File: src/rtl/source_run_scheduler.sv
// source_run_scheduler
// Expands compact host commands into the per-cycle source word stream for
// network_source. SPK accumulates saturated charges into a staging buffer,
// RUN n emits n NOM words (the first carries the staged charges), and CLR
// emits a single clear word. Outputs are registered; one bubble cycle
// separates consecutive RUN/CLR commands.

module source_run_scheduler #(
  parameter int NET_NUM_INP      = 4,
  parameter int NET_CHARGE_WIDTH = 8,
  parameter int RUN_WIDTH        = 16,
  parameter int IDX_WIDTH        = (NET_NUM_INP > 1) ? $clog2(NET_NUM_INP) : 1,
  parameter int SRC_WIDTH        = 1 + NET_NUM_INP * NET_CHARGE_WIDTH
) (
  input  logic                        clk,
  input  logic                        arstn,
  input  logic                        cmd_valid,
  output logic                        cmd_ready,
  input  logic [1:0]                  cmd_opc,
  input  logic [RUN_WIDTH-1:0]        cmd_run,
  input  logic [IDX_WIDTH-1:0]        cmd_idx,
  input  logic [NET_CHARGE_WIDTH-1:0] cmd_charge,
  output logic                        src_valid,
  input  logic                        src_ready,
  output logic [SRC_WIDTH-1:0]        src,
  output logic                        busy,
  output logic                        run_done
);

  localparam int CW = NET_CHARGE_WIDTH;

  localparam logic [1:0] OPC_SPK = 2'd0;
  localparam logic [1:0] OPC_RUN = 2'd1;
  localparam logic [1:0] OPC_CLR = 2'd2;

  typedef enum logic [1:0] {
    ST_IDLE = 2'd0,
    ST_RUN  = 2'd1,
    ST_CLR  = 2'd2
  } state_t;

  state_t                              state_r, state_nxt_s;
  logic [RUN_WIDTH-1:0]                cnt_r, cnt_nxt_s;
  logic [NET_NUM_INP-1:0][CW-1:0]      stage_r, stage_nxt_s;
  logic [SRC_WIDTH-1:0]                src_r, src_nxt_s;
  logic                                src_valid_r, src_valid_nxt_s;
  logic                                run_done_r, run_done_nxt_s;
  logic                                cmd_ready_r;
  logic                                busy_r;
  logic                                hs_s;
  logic                                accept_s;
  logic [SRC_WIDTH-1:0]                stage_word_s;

  // Signed add clamped to the representable charge range.
  function automatic logic [CW-1:0] sat_add(input logic [CW-1:0] a,
                                            input logic [CW-1:0] b);
    logic [CW:0] sum;
    sum = {a[CW-1], a} + {b[CW-1], b};
    if (sum[CW] != sum[CW-1]) begin
      sat_add = sum[CW] ? {1'b1, {(CW-1){1'b0}}} : {1'b0, {(CW-1){1'b1}}};
    end else begin
      sat_add = sum[CW-1:0];
    end
  endfunction

  assign hs_s     = src_valid_r && src_ready;
  assign accept_s = cmd_valid && cmd_ready_r;

  // Pack the staging buffer into a NOM word; input 0 sits just below the opcode.
  always_comb begin
    stage_word_s = '0;
    for (int i = 0; i < NET_NUM_INP; i++) begin
      stage_word_s[SRC_WIDTH-2-i*CW -: CW] = stage_r[i];
    end
  end

  // Next-state and next-output logic for the command/run sequencer.
  always_comb begin
    state_nxt_s     = state_r;
    cnt_nxt_s       = cnt_r;
    stage_nxt_s     = stage_r;
    src_nxt_s       = src_r;
    src_valid_nxt_s = src_valid_r;
    run_done_nxt_s  = 1'b0;
    case (state_r)
      ST_IDLE: begin
        if (accept_s) begin
          case (cmd_opc)
            OPC_SPK: begin
              // Out-of-range indices match no slot and are dropped.
              for (int i = 0; i < NET_NUM_INP; i++) begin
                if (cmd_idx == IDX_WIDTH'(i)) begin
                  stage_nxt_s[i] = sat_add(stage_r[i], cmd_charge);
                end else begin
                  stage_nxt_s[i] = stage_r[i];
                end
              end
            end
            OPC_RUN: begin
              if (cmd_run != {RUN_WIDTH{1'b0}}) begin
                cnt_nxt_s       = cmd_run;
                state_nxt_s     = ST_RUN;
                src_nxt_s       = stage_word_s;
                src_valid_nxt_s = 1'b1;
              end else begin
                run_done_nxt_s  = 1'b1;
              end
            end
            OPC_CLR: begin
              stage_nxt_s     = '0;
              state_nxt_s     = ST_CLR;
              src_nxt_s       = {1'b1, {(SRC_WIDTH-1){1'b0}}};
              src_valid_nxt_s = 1'b1;
            end
            default: begin
              state_nxt_s = ST_IDLE;
            end
          endcase
        end else begin
          state_nxt_s = ST_IDLE;
        end
      end
      ST_RUN: begin
        if (hs_s) begin
          // The staged charges left with the first word; later words are blank.
          stage_nxt_s = '0;
          cnt_nxt_s   = cnt_r - RUN_WIDTH'(1);
          src_nxt_s   = '0;
          if (cnt_r == RUN_WIDTH'(1)) begin
            state_nxt_s     = ST_IDLE;
            src_valid_nxt_s = 1'b0;
            run_done_nxt_s  = 1'b1;
          end else begin
            src_valid_nxt_s = 1'b1;
          end
        end else begin
          state_nxt_s = ST_RUN;
        end
      end
      ST_CLR: begin
        if (hs_s) begin
          state_nxt_s     = ST_IDLE;
          src_nxt_s       = '0;
          src_valid_nxt_s = 1'b0;
          run_done_nxt_s  = 1'b1;
        end else begin
          state_nxt_s = ST_CLR;
        end
      end
      default: begin
        state_nxt_s     = ST_IDLE;
        src_nxt_s       = '0;
        src_valid_nxt_s = 1'b0;
      end
    endcase
  end

  // State register.
  always_ff @(posedge clk or negedge arstn) begin
    if (!arstn) begin
      state_r <= ST_IDLE;
    end else begin
      state_r <= state_nxt_s;
    end
  end

  // Datapath and registered outputs; ready/busy track the next state so they
  // stay free of any combinational path from src_ready.
  always_ff @(posedge clk or negedge arstn) begin
    if (!arstn) begin
      cnt_r       <= '0;
      stage_r     <= '0;
      src_r       <= '0;
      src_valid_r <= 1'b0;
      run_done_r  <= 1'b0;
      cmd_ready_r <= 1'b0;
      busy_r      <= 1'b0;
    end else begin
      cnt_r       <= cnt_nxt_s;
      stage_r     <= stage_nxt_s;
      src_r       <= src_nxt_s;
      src_valid_r <= src_valid_nxt_s;
      run_done_r  <= run_done_nxt_s;
      cmd_ready_r <= (state_nxt_s == ST_IDLE);
      busy_r      <= (state_nxt_s != ST_IDLE);
    end
  end

  assign cmd_ready = cmd_ready_r;
  assign busy      = busy_r;
  assign src       = src_r;
  assign src_valid = src_valid_r;
  assign run_done  = run_done_r;

endmodule

File: config.mk
export PLATFORM = sky130hd
export DESIGN_NAME = source_run_scheduler
export DESIGN_NICKNAME = d
export VERILOG_FILES = /design/src/rtl/source_run_scheduler.sv
export SDC_FILE = /design/constraint.sdc
export NUM_CORES = 1
export LEC_CHECK = 0
export BUFFER_PORTS_ARGS = -buffer_cell sky130_fd_sc_hd__buf_2
export CORE_ASPECT_RATIO = 1.4
export CORE_UTILIZATION = 25
export CTS_CLUSTER_DIAMETER = 60
export DETAILED_ROUTE_END_ITERATION = 8
export PLACE_DENSITY = 0.43
export SLEW_MARGIN = 10
export SYNTH_ARGS = -nofsm -noshare
export SYNTH_HDL_FRONTEND = slang
export SYNTH_SLANG_ARGS = --single-unit
export TNS_END_PERCENT = 50
File: constraint.sdc
create_clock -name clk -period 5.1 [get_ports clk]
set_input_delay 1.02 -clock clk [delete_from_list [all_inputs] [get_ports clk]]
set_output_delay 1.02 -clock clk [all_outputs]
set_load 0.01 [all_outputs]
==> results.sh, run 1 <==
export IMPL_drv_cap=0
export IMPL_cp_max_fo=46
export IMPL_syn2layout_area_growth_pct=16.9
export IMPL_layout_min_cycle_time_ns=3.28
export IMPL_p_total_mw=4.13
export IMPL_core_area_um2=21300
export IMPL_synth_main_ff_cell="dfrtp_1"
export IMPL_wl_met2_um=7810
export IMPL_finish_net_count=783
export IMPL_worstRegToRegCells=9
export IMPL_drtAntennaViolNets=0
export IMPL_power_density_nw_per_um2=649
export IMPL_muxShareOfSynthArea=0
export IMPL_tns_ns=0
export IMPL_reg2reg_slack_ns=1.82
export IMPL_clk_pin_slew_ns=0.06
export IMPL_die_height_um=177
export IMPL_fmax_mhz=305
export IMPL_yosysWarnings=0
export IMPL_grt_overflow=0
export IMPL_regToRegEndpoint="cnt_r[3]"
export IMPL_r2r_start="state_r[1]"
export IMPL_max_stage_delay_ns=0.83
export IMPL_cts_sinks=87
export IMPL_final_max_slew_viol_count=0
export IMPL_min_from="src[28]"
export IMPL_critPathKind="register to register"
export IMPL_dr_pass1_iters=4
export IMPL_outcome="completed"
export IMPL_cp_top_family="compound AO/OA/AOI/OAI gates"
export IMPL_synth_xor_area_frac=0.0273
export IMPL_grt_pass1_vias=4731
export IMPL_synthSimpleGateAreaFrac=0.173
export IMPL_grt_setup_unrepaired="no"
export IMPL_drive_gt1_frac=0.131
export IMPL_syn_inst=646
export IMPL_grt_max_degree=59
export IMPL_finalHoldViolations=0
export IMPL_hold_path_depth=2
export IMPL_pin_count=69
export IMPL_gp_congestion=0.884
export IMPL_clk_path_buf_depth=2
export IMPL_drcViolationCount=0
export IMPL_diodes=0
export IMPL_synth_area_per_cell_um2=8.44
export IMPL_critPathSlowestCell="o21a_1"
export IMPL_clockRootBuffer="clkbuf_16"
export IMPL_fill_cells=2276
export IMPL_hpwlAfterDp_um=11600
export IMPL_cts_buffers=9
export IMPL_peakVddDrop_mv=0.213
export IMPL_async_reset_ff_frac=1.00
export IMPL_synthesis_nets=726
export IMPL_ys_types=47
export IMPL_ys_ff_latch=87
export IMPL_maxSlewHeadroom=0.341
export IMPL_tritoncts="done"
export IMPL_wl_met3_um=623
export IMPL_htree_levels=3
export IMPL_track_usage=0.146
export IMPL_cp_start_kind="register"
export IMPL_highest_layer="met5"
export IMPL_die_w_um=127
export IMPL_grt_pass1_wl_um=25100
export IMPL_worstSkewPairLatency_ns=0.35
export IMPL_yosysSeqAreaShare=0.399
export IMPL_synth_top_family_by_area="compound AO/OA/AOI/OAI gates"
export IMPL_hold_end="src[28]"
export IMPL_hold_path_class="register to register"
export IMPL_worst_ep_arrival_time_ns=3.49
export IMPL_grt_antenna_before_repair=1
export IMPL_initial_core_util=0.256
export IMPL_wirelength_um=15600
export IMPL_p_leak_nw=2.87
export IMPL_fin_util=0.299
export IMPL_synth_edf_count=0
export IMPL_wl_met1_um=6770
export IMPL_die_area_um2=22400
export IMPL_fin_crit_sh=0.643
export IMPL_finClkSkew_ns=0.0116
export IMPL_max_slew_worst_pin_slew_ns=0.984
export IMPL_cts_resized=0
export IMPL_finalSetupViolations=0
export IMPL_syn_area_um2=5450
export IMPL_hold_buffers=0
export IMPL_io_buffers=68
export IMPL_synth_compound_area_frac=0.237
export IMPL_cp_required_ns=5.31
export IMPL_drt_vias_per_instance=4.87
export IMPL_synth_adder_area_share=0.128
export IMPL_path_buf_inv=2
export IMPL_cts_setup_buffers=0
export IMPL_placementRows=63
export IMPL_drt_iter0_markers=181
export IMPL_avgRoutedWirePerCell_um=16.1
export IMPL_vias=4718
export IMPL_path_cells="inv_1, ha_1, buf_4, nor2_1, a211oi_2, o21a_1, nand2b_1, o22ai_1, a21oi_1"
export IMPL_cp_end_kind="register"
[per-layer routing]
metal  GRT usage  up-vias
met2       0.261      100
met5           0        -
met4      0.0580        2
met3      0.0284       28
li1            -     2386
met1       0.170     2202
[cells in the mapped netlist (4+ instances only)]
library cell  instances  share of area
o21ai_0              90          0.083
o22ai_1              13          0.015
clkbuf_1             21          0.014
nand2b_1              5         0.0057
nand3_1              12          0.011
inv_1                25          0.017
o31a_1                6         0.0096
xor2_1                7          0.011
xnor2_1              10          0.016
o21a_1                7         0.0096
o211ai_1              4         0.0055
fa_1                  4          0.015
dfrtp_1              87           0.40
o31ai_1              11          0.015
or3_1                 4         0.0046
ha_1                 44           0.10
nor2b_1               9          0.010
nor2_1               48          0.033
a211oi_1              6         0.0083
a21o_1               10          0.014
nand2_1             125          0.086
o21bai_1              5         0.0069
maj3_1                7          0.013
a21oi_1              46          0.042
nor4_1                7         0.0080
[power breakdown]
group	internal (mW)	switching (mW)
combinational	0.861	1.34
clock	0.408	0.280
sequential	0.993	0.252
total	2.26	1.87
[state kept, by name (all words and copies together) (netlist names)]
signal,count
cmd_ready,1
busy,1
src,33
run_done,1
stage_r,32
cnt_r,16
state_r,2
src_valid,1
[kinds of logic (layout without fill, tap and decap cells)]
kind of cell,count (synthesis),count (layout)
and+or+nand+nor,221,221
DFF,87,87
AOI/OAI and AO/OA,215,215
xor gates and xnor gates,17,17
buffers and inverters,51,113
adders and majority gates,55,55
[through the flow]
step                      area [um^2]  hold WS [ns]  instances  setup slack [ns]
after floorplan                  5450         0.466        646              2.01
after global placement           6060         0.458        952              1.53
after detailed placement         6060         0.465        952              1.49
after CTS                        6370         0.480        968              1.76
after global routing             6370         0.498        968              1.43
final                            6370         0.471        968              1.82
[tightest hold or removal path, cell delays in order (launching register included)]
cell,delay [ns]
dfrtp_1,0.34
nand2_1,0.04
o21ai_0,0.05
[worst max path at each step]
stage	start	to	slack, ns	cells after the start
3_5_place_dp	cmd_run[8]	src[10]	1.49	6
6_report	state_r[1]	cnt_r[3]	1.82	9
5_1_grt	state_r[1]	cnt_r[6]	1.43	9
2_1_floorplan	cmd_charge[0]	stage_r[0]	2.01	11
3_3_place_gp	cmd_run[8]	src[8]	1.53	6
4_1_cts	state_r[1]	cnt_r[6]	1.76	9
[cells in the final DEF (no fill, tap or decap), drive strengths merged, types with 11 or more instances in the layout]
cell,count
a21oi,47
buf,72
clkbuf,12
dfrtp,87
ha,44
inv,25
nand2,125
nand3,12
nor2,48
o21ai,90
o22ai,14
o31ai,11
[layout make-up]
type                       count  area, um^2  area share
clock buffer                  12         256      0.0402
multi-input combinational    508        3090       0.485
sequential                    87        2180       0.342
inverter                      25        93.8      0.0147
clock inverter                 4        53.8     0.00844
timing repair buffer          72         373      0.0585
tap                          260         325      0.0510
Note: power is estimated with default switching activity, not from simulation.
==> run 2, diff against run 1 <==
clock period = 3.13 ns   (was 5.1 ns; I/O delays follow)
==> results.sh, run 2 (synthesized netlist as in run 1, its figures left out) <==
export IMPL_gp_congestion=0.856
export IMPL_drive_gt1_frac=0.145
export IMPL_drcViolationCount=0
export IMPL_grt_overflow=0
export IMPL_drt_iter0_markers=187
export IMPL_largest_reg_flops=33
export IMPL_p_leak_nw=2.93
export IMPL_pwr_share_seq=0.297
export IMPL_drtAntennaViolNets=0
export IMPL_io_buffers=68
export IMPL_cts_setup_buffers=0
export IMPL_outcome="completed"
export IMPL_drt_vias_per_instance=4.90
export IMPL_power_switching_share=0.460
export IMPL_p_sw_mw=3.13
export IMPL_syn2layout_area_growth_pct=18.2
export IMPL_cts_buffers=9
export IMPL_p_total_mw=6.81
export IMPL_grt_pass1_wl_um=25700
export IMPL_track_usage=0.148
export IMPL_grt_pass1_vias=4897
export IMPL_cp_start_kind="primary input"
export IMPL_cp_end_kind="register"
export IMPL_diodes=0
export IMPL_tns_ns=0
export IMPL_internal_power_mw=3.68
export IMPL_pwr_share_comb=0.548
export IMPL_power_share_clock=0.155
export IMPL_core_area_um2=21300
export IMPL_max_slew_worst_pin_slew_ns=0.698
export IMPL_grt_max_degree=53
export IMPL_drv_cap=0
export IMPL_hpwlAfterDp_um=11900
export IMPL_critPathKind="primary input to register"
export IMPL_die_height_um=177
export IMPL_placementRows=63
export IMPL_worstSkewPairLatency_ns=0.35
export IMPL_fill_cells=2265
export IMPL_avgRoutedWirePerCell_um=16.0
export IMPL_clockRootBuffer="clkbuf_16"
export IMPL_tritoncts="done"
export IMPL_die_w_um=127
export IMPL_worst_ep_arrival_time_ns=2.95
export IMPL_finalHoldViolations=0
export IMPL_layout_min_cycle_time_ns=2.72
export IMPL_clk_path_buf_depth=2
export IMPL_finClkSkew_ns=0.0100
export IMPL_cts_resized=0
export IMPL_final_max_slew_viol_count=0
export IMPL_fmax_mhz=367
export IMPL_power_density_nw_per_um2=1060
export IMPL_peakVddDrop_mv=0.310
export IMPL_dr_pass1_iters=4
export IMPL_htree_levels=3
export IMPL_finish_net_count=793
export IMPL_fin_crit_sh=0.870
export IMPL_hold_path_class="primary input to asynchronous set/reset pin"
export IMPL_grt_setup_unrepaired="no"
export IMPL_maxSlewHeadroom=0.534
export IMPL_cts_sinks=87
export IMPL_initial_core_util=0.256
export IMPL_cp_max_fo=8
export IMPL_final_cell_mix="125 x nand2_1, 89 x o21ai_0, 87 x dfrtp_1"
export IMPL_clk_pin_slew_ns=0.07
export IMPL_vias=4796
export IMPL_grt_antenna_before_repair=0
export IMPL_cp_required_ns=3.36
export IMPL_pin_count=69
export IMPL_wirelength_um=15700
export IMPL_die_area_um2=22400
export IMPL_hold_buffers=0
export IMPL_layout_commonest_cell="nand2_1"
export IMPL_finalSetupViolations=0
run 2: cell count changes in the layout (fill, tap and decap cells not counted):
cell,before,now
inv_8,0,1
buf_4,5,13
clkinv_2,0,2
clkinvlp_4,2,0
clkbuf_1,1,0
inv_6,0,2
clkbuf_8,2,0
buf_12,0,2
clkinv_4,1,2
bufinv_16,1,0
run 2: final timing paths:
| kind | cells after the start | to | slack (ns) | startpoint |
|---|---|---|---|---|
| setup / recovery | 11 | stage_r[1] | 0.41 | cmd_charge[0] |
| hold / removal | 1 | src[22] | 0.31 | arstn |
| setup reg to reg | 10 | stage_r[18] | 0.46 | stage_r[16] |
| hold reg to reg | 2 | src[2] | 0.47 | src[2] |
| max in group asynchronous | 2 | cnt_r[11] | 2.11 | arstn |
| min in group clk | 2 | src[2] | 0.47 | src[2] |
run 2: worst max-delay path: stages:
cell     delay [ns]
buf_2          0.19
ha_1           0.24
inv_1          0.07
fa_1           0.41
nor2b_1        0.16
o31a_1         0.19
o31a_1         0.15
o22ai_1        0.10
ha_1           0.44
a21o_1         0.25
o21ai_0        0.12
run 2: power by group through the flow:
| stage | clock [mW] | combinational [mW] | sequential [mW] |
|---|---|---|---|
| global route | 1.15 | 4.26 | 2.10 |
| CTS | 1.10 | 3.78 | 2.03 |
| detailed placement | 0 | 3.77 | 2.05 |
| floorplan | 0 | 2.59 | 2.01 |
| global placement | 0 | 3.73 | 2.04 |
| finish | 1.06 | 3.73 | 2.02 |
run 2: routing by layer:
metal	up-vias	wire, um	track usage
met5	-	0	0
met4	0	414	0.0590
met3	27	564	0.0269
met2	103	7840	0.263
met1	2260	6870	0.175
li1	2406	-	-
run 2: cell type report:
type	count	area [um^2]	area share
Multi-Input combinational cell	508	3090	0.480
Sequential cell	87	2180	0.338
Timing Repair Buffer	82	473	0.0734
Tap cell	260	325	0.0505
Clock buffer	9	225	0.0349
Inverter	25	93.8	0.0146
Clock inverter	7	56.3	0.00874
run 2: per-stage QoR:
step	worst slack (ns)	hold slack [ns]	std cells	utilization	instance area [um^2]
6_report	0.407	0.312	978	0.303	6440
5_1_grt	0.214	0.368	978	0.303	6440
4_1_cts	0.417	0.342	978	0.303	6440
3_5_place_dp	0.0593	0.465	962	0.290	6160
3_3_place_gp	0.157	0.459	962	0.290	6160
2_1_floorplan	0.437	0.330	646	-	5450
==> run 3, diff against run 2 <==
CORE_MARGIN = 2   (was unset)
==> results.sh, run 3 (synthesized netlist as in run 1, its figures left out) <==
export IMPL_r2r_start="stage_r[0]"
export IMPL_fin_area_um2=6490
export IMPL_final_cell_mix="125 x nand2_1, 89 x o21ai_0, 87 x dfrtp_1"
export IMPL_dr_pass1_iters=7
export IMPL_gp_congestion=0.873
export IMPL_fin_ws_ns=0.374
export IMPL_fill_cells=2287
export IMPL_dp_cells=959
export IMPL_hold_buffers=0
export IMPL_layout_commonest_cell="nand2_1"
export IMPL_clockRootBuffer="clkbuf_16"
export IMPL_diodes=0
export IMPL_cp_start_kind="primary input"
export IMPL_tritoncts="done"
export IMPL_io_buffers=68
export IMPL_grt_antenna_before_repair=0
export IMPL_place_area_um2=6140
export IMPL_p_total_mw=6.99
export IMPL_clk_pin_slew_ns=0.07
export IMPL_grt_pass1_wl_um=25500
export IMPL_drt_iter0_markers=220
export IMPL_die_height_um=179
export IMPL_drtAntennaViolNets=0
export IMPL_p_leak_nw=2.93
export IMPL_die_area_um2=23000
export IMPL_tns_ns=0
export IMPL_timing_hold_ws_ns=0.261
export IMPL_fin_cells=974
export IMPL_cts_buffers=9
export IMPL_drive_gt1_frac=0.140
export IMPL_worstRegToRegCells=10
export IMPL_clk_path_buf_depth=2
export IMPL_crit_start="cmd_charge[0]"
export IMPL_hold_path_class="primary input to asynchronous set/reset pin"
export IMPL_layout_min_cycle_time_ns=2.76
export IMPL_drv_cap=0
export IMPL_worstSkewPairLatency_ns=0.35
export IMPL_fin_crit_sh=0.881
export IMPL_htree_levels=3
export IMPL_worst_ep_arrival_time_ns=3.02
export IMPL_track_usage=0.143
export IMPL_finalHoldViolations=0
export IMPL_finish_net_count=790
export IMPL_grt_pass1_vias=4876
export IMPL_pin_count=69
export IMPL_fin_util=0.305
export IMPL_grt_overflow=0
export IMPL_drt_vias_per_instance=4.98
export IMPL_largest_reg_flops=33
export IMPL_max_slew_worst_pin_slew_ns=0.639
export IMPL_post_place_ws_ns=0.0208
export IMPL_final_max_slew_viol_count=0
export IMPL_grt_max_degree=53
export IMPL_hpwlAfterDp_um=12000
export IMPL_die_w_um=129
export IMPL_drcViolationCount=0
export IMPL_power_density_nw_per_um2=1080
export IMPL_avgRoutedWirePerCell_um=16.1
export IMPL_cts_setup_buffers=0
export IMPL_outcome="completed"
export IMPL_vias=4848
export IMPL_fmax_mhz=363
export IMPL_finClkSkew_ns=0.00976
export IMPL_core_area_um2=21300
export IMPL_initial_core_util=0.256
export IMPL_finalSetupViolations=0
export IMPL_cts_resized=0
export IMPL_peakVddDrop_mv=0.334
export IMPL_syn2layout_area_growth_pct=19.0
export IMPL_grt_setup_unrepaired="no"
export IMPL_cp_max_fo=8
export IMPL_placementRows=63
export IMPL_critPathKind="primary input to register"
export IMPL_cp_required_ns=3.39
export IMPL_cp_end_kind="register"
export IMPL_maxSlewHeadroom=0.570
export IMPL_wirelength_um=15600
export IMPL_cts_sinks=87
==> run 3: cell count changes in the layout (fill, tap and decap cells not counted) <==
cell,before,now
clkinv_4,2,1
inv_8,1,0
clkinvlp_4,0,1
clkbuf_8,0,1
inv_6,2,0
bufinv_16,0,3
buf_4,13,10
clkinv_2,2,0
==> run 3: worst paths after layout <==
path / endpoint / slack (ns)
worst max register to register: stage_r[1] / 0.41
max in group asynchronous: src[8] / 2.22
worst min-delay path: src[24] / 0.26
min in group clk: src[2] / 0.47
worst max-delay path: stage_r[1] / 0.37
worst min register to register: src[2] / 0.47
==> run 3: worst max-delay path, stage by stage <==
cell	delay (ns)
buf_2	0.15
ha_1	0.24
inv_1	0.08
fa_1	0.21
nor2b_1	0.07
o31a_1	0.27
o31a_1	0.26
o22ai_1	0.25
ha_1	0.38
a21o_1	0.26
o21ai_0	0.20
==> run 3: final cells by class <==
| type | instances | area, um^2 | area share |
|---|---|---|---|
| Sequential cell | 87 | 2180 | 0.336 |
| Tap cell | 260 | 325 | 0.0502 |
| Timing Repair Buffer | 79 | 450 | 0.0694 |
| Clock inverter | 5 | 106 | 0.0164 |
| Inverter | 25 | 93.8 | 0.0145 |
| Multi-Input combinational cell | 508 | 3090 | 0.477 |
| Clock buffer | 10 | 239 | 0.0368 |
==> run 3: power breakdown <==
part | internal, mW | switching [mW] | leakage, nW | total [mW]
sequential | 1.62 | 0.413 | 1.10 | 2.03
clock | 0.799 | 0.467 | 0.165 | 1.27
combinational | 1.49 | 2.20 | 1.67 | 3.69
total | 3.91 | 3.08 | 2.93 | 6.99
==> run 3: routing by layer <==
| metal | GRT usage | vias to the layer above | share of wire |
|---|---|---|---|
| li1 | - | 2407 | - |
| met1 | 0.171 | 2284 | 0.43 |
| met2 | 0.247 | 125 | 0.50 |
| met3 | 0.0179 | 32 | 0.037 |
| met4 | 0.0788 | 0 | 0.033 |
| met5 | 0 | - | 0 |
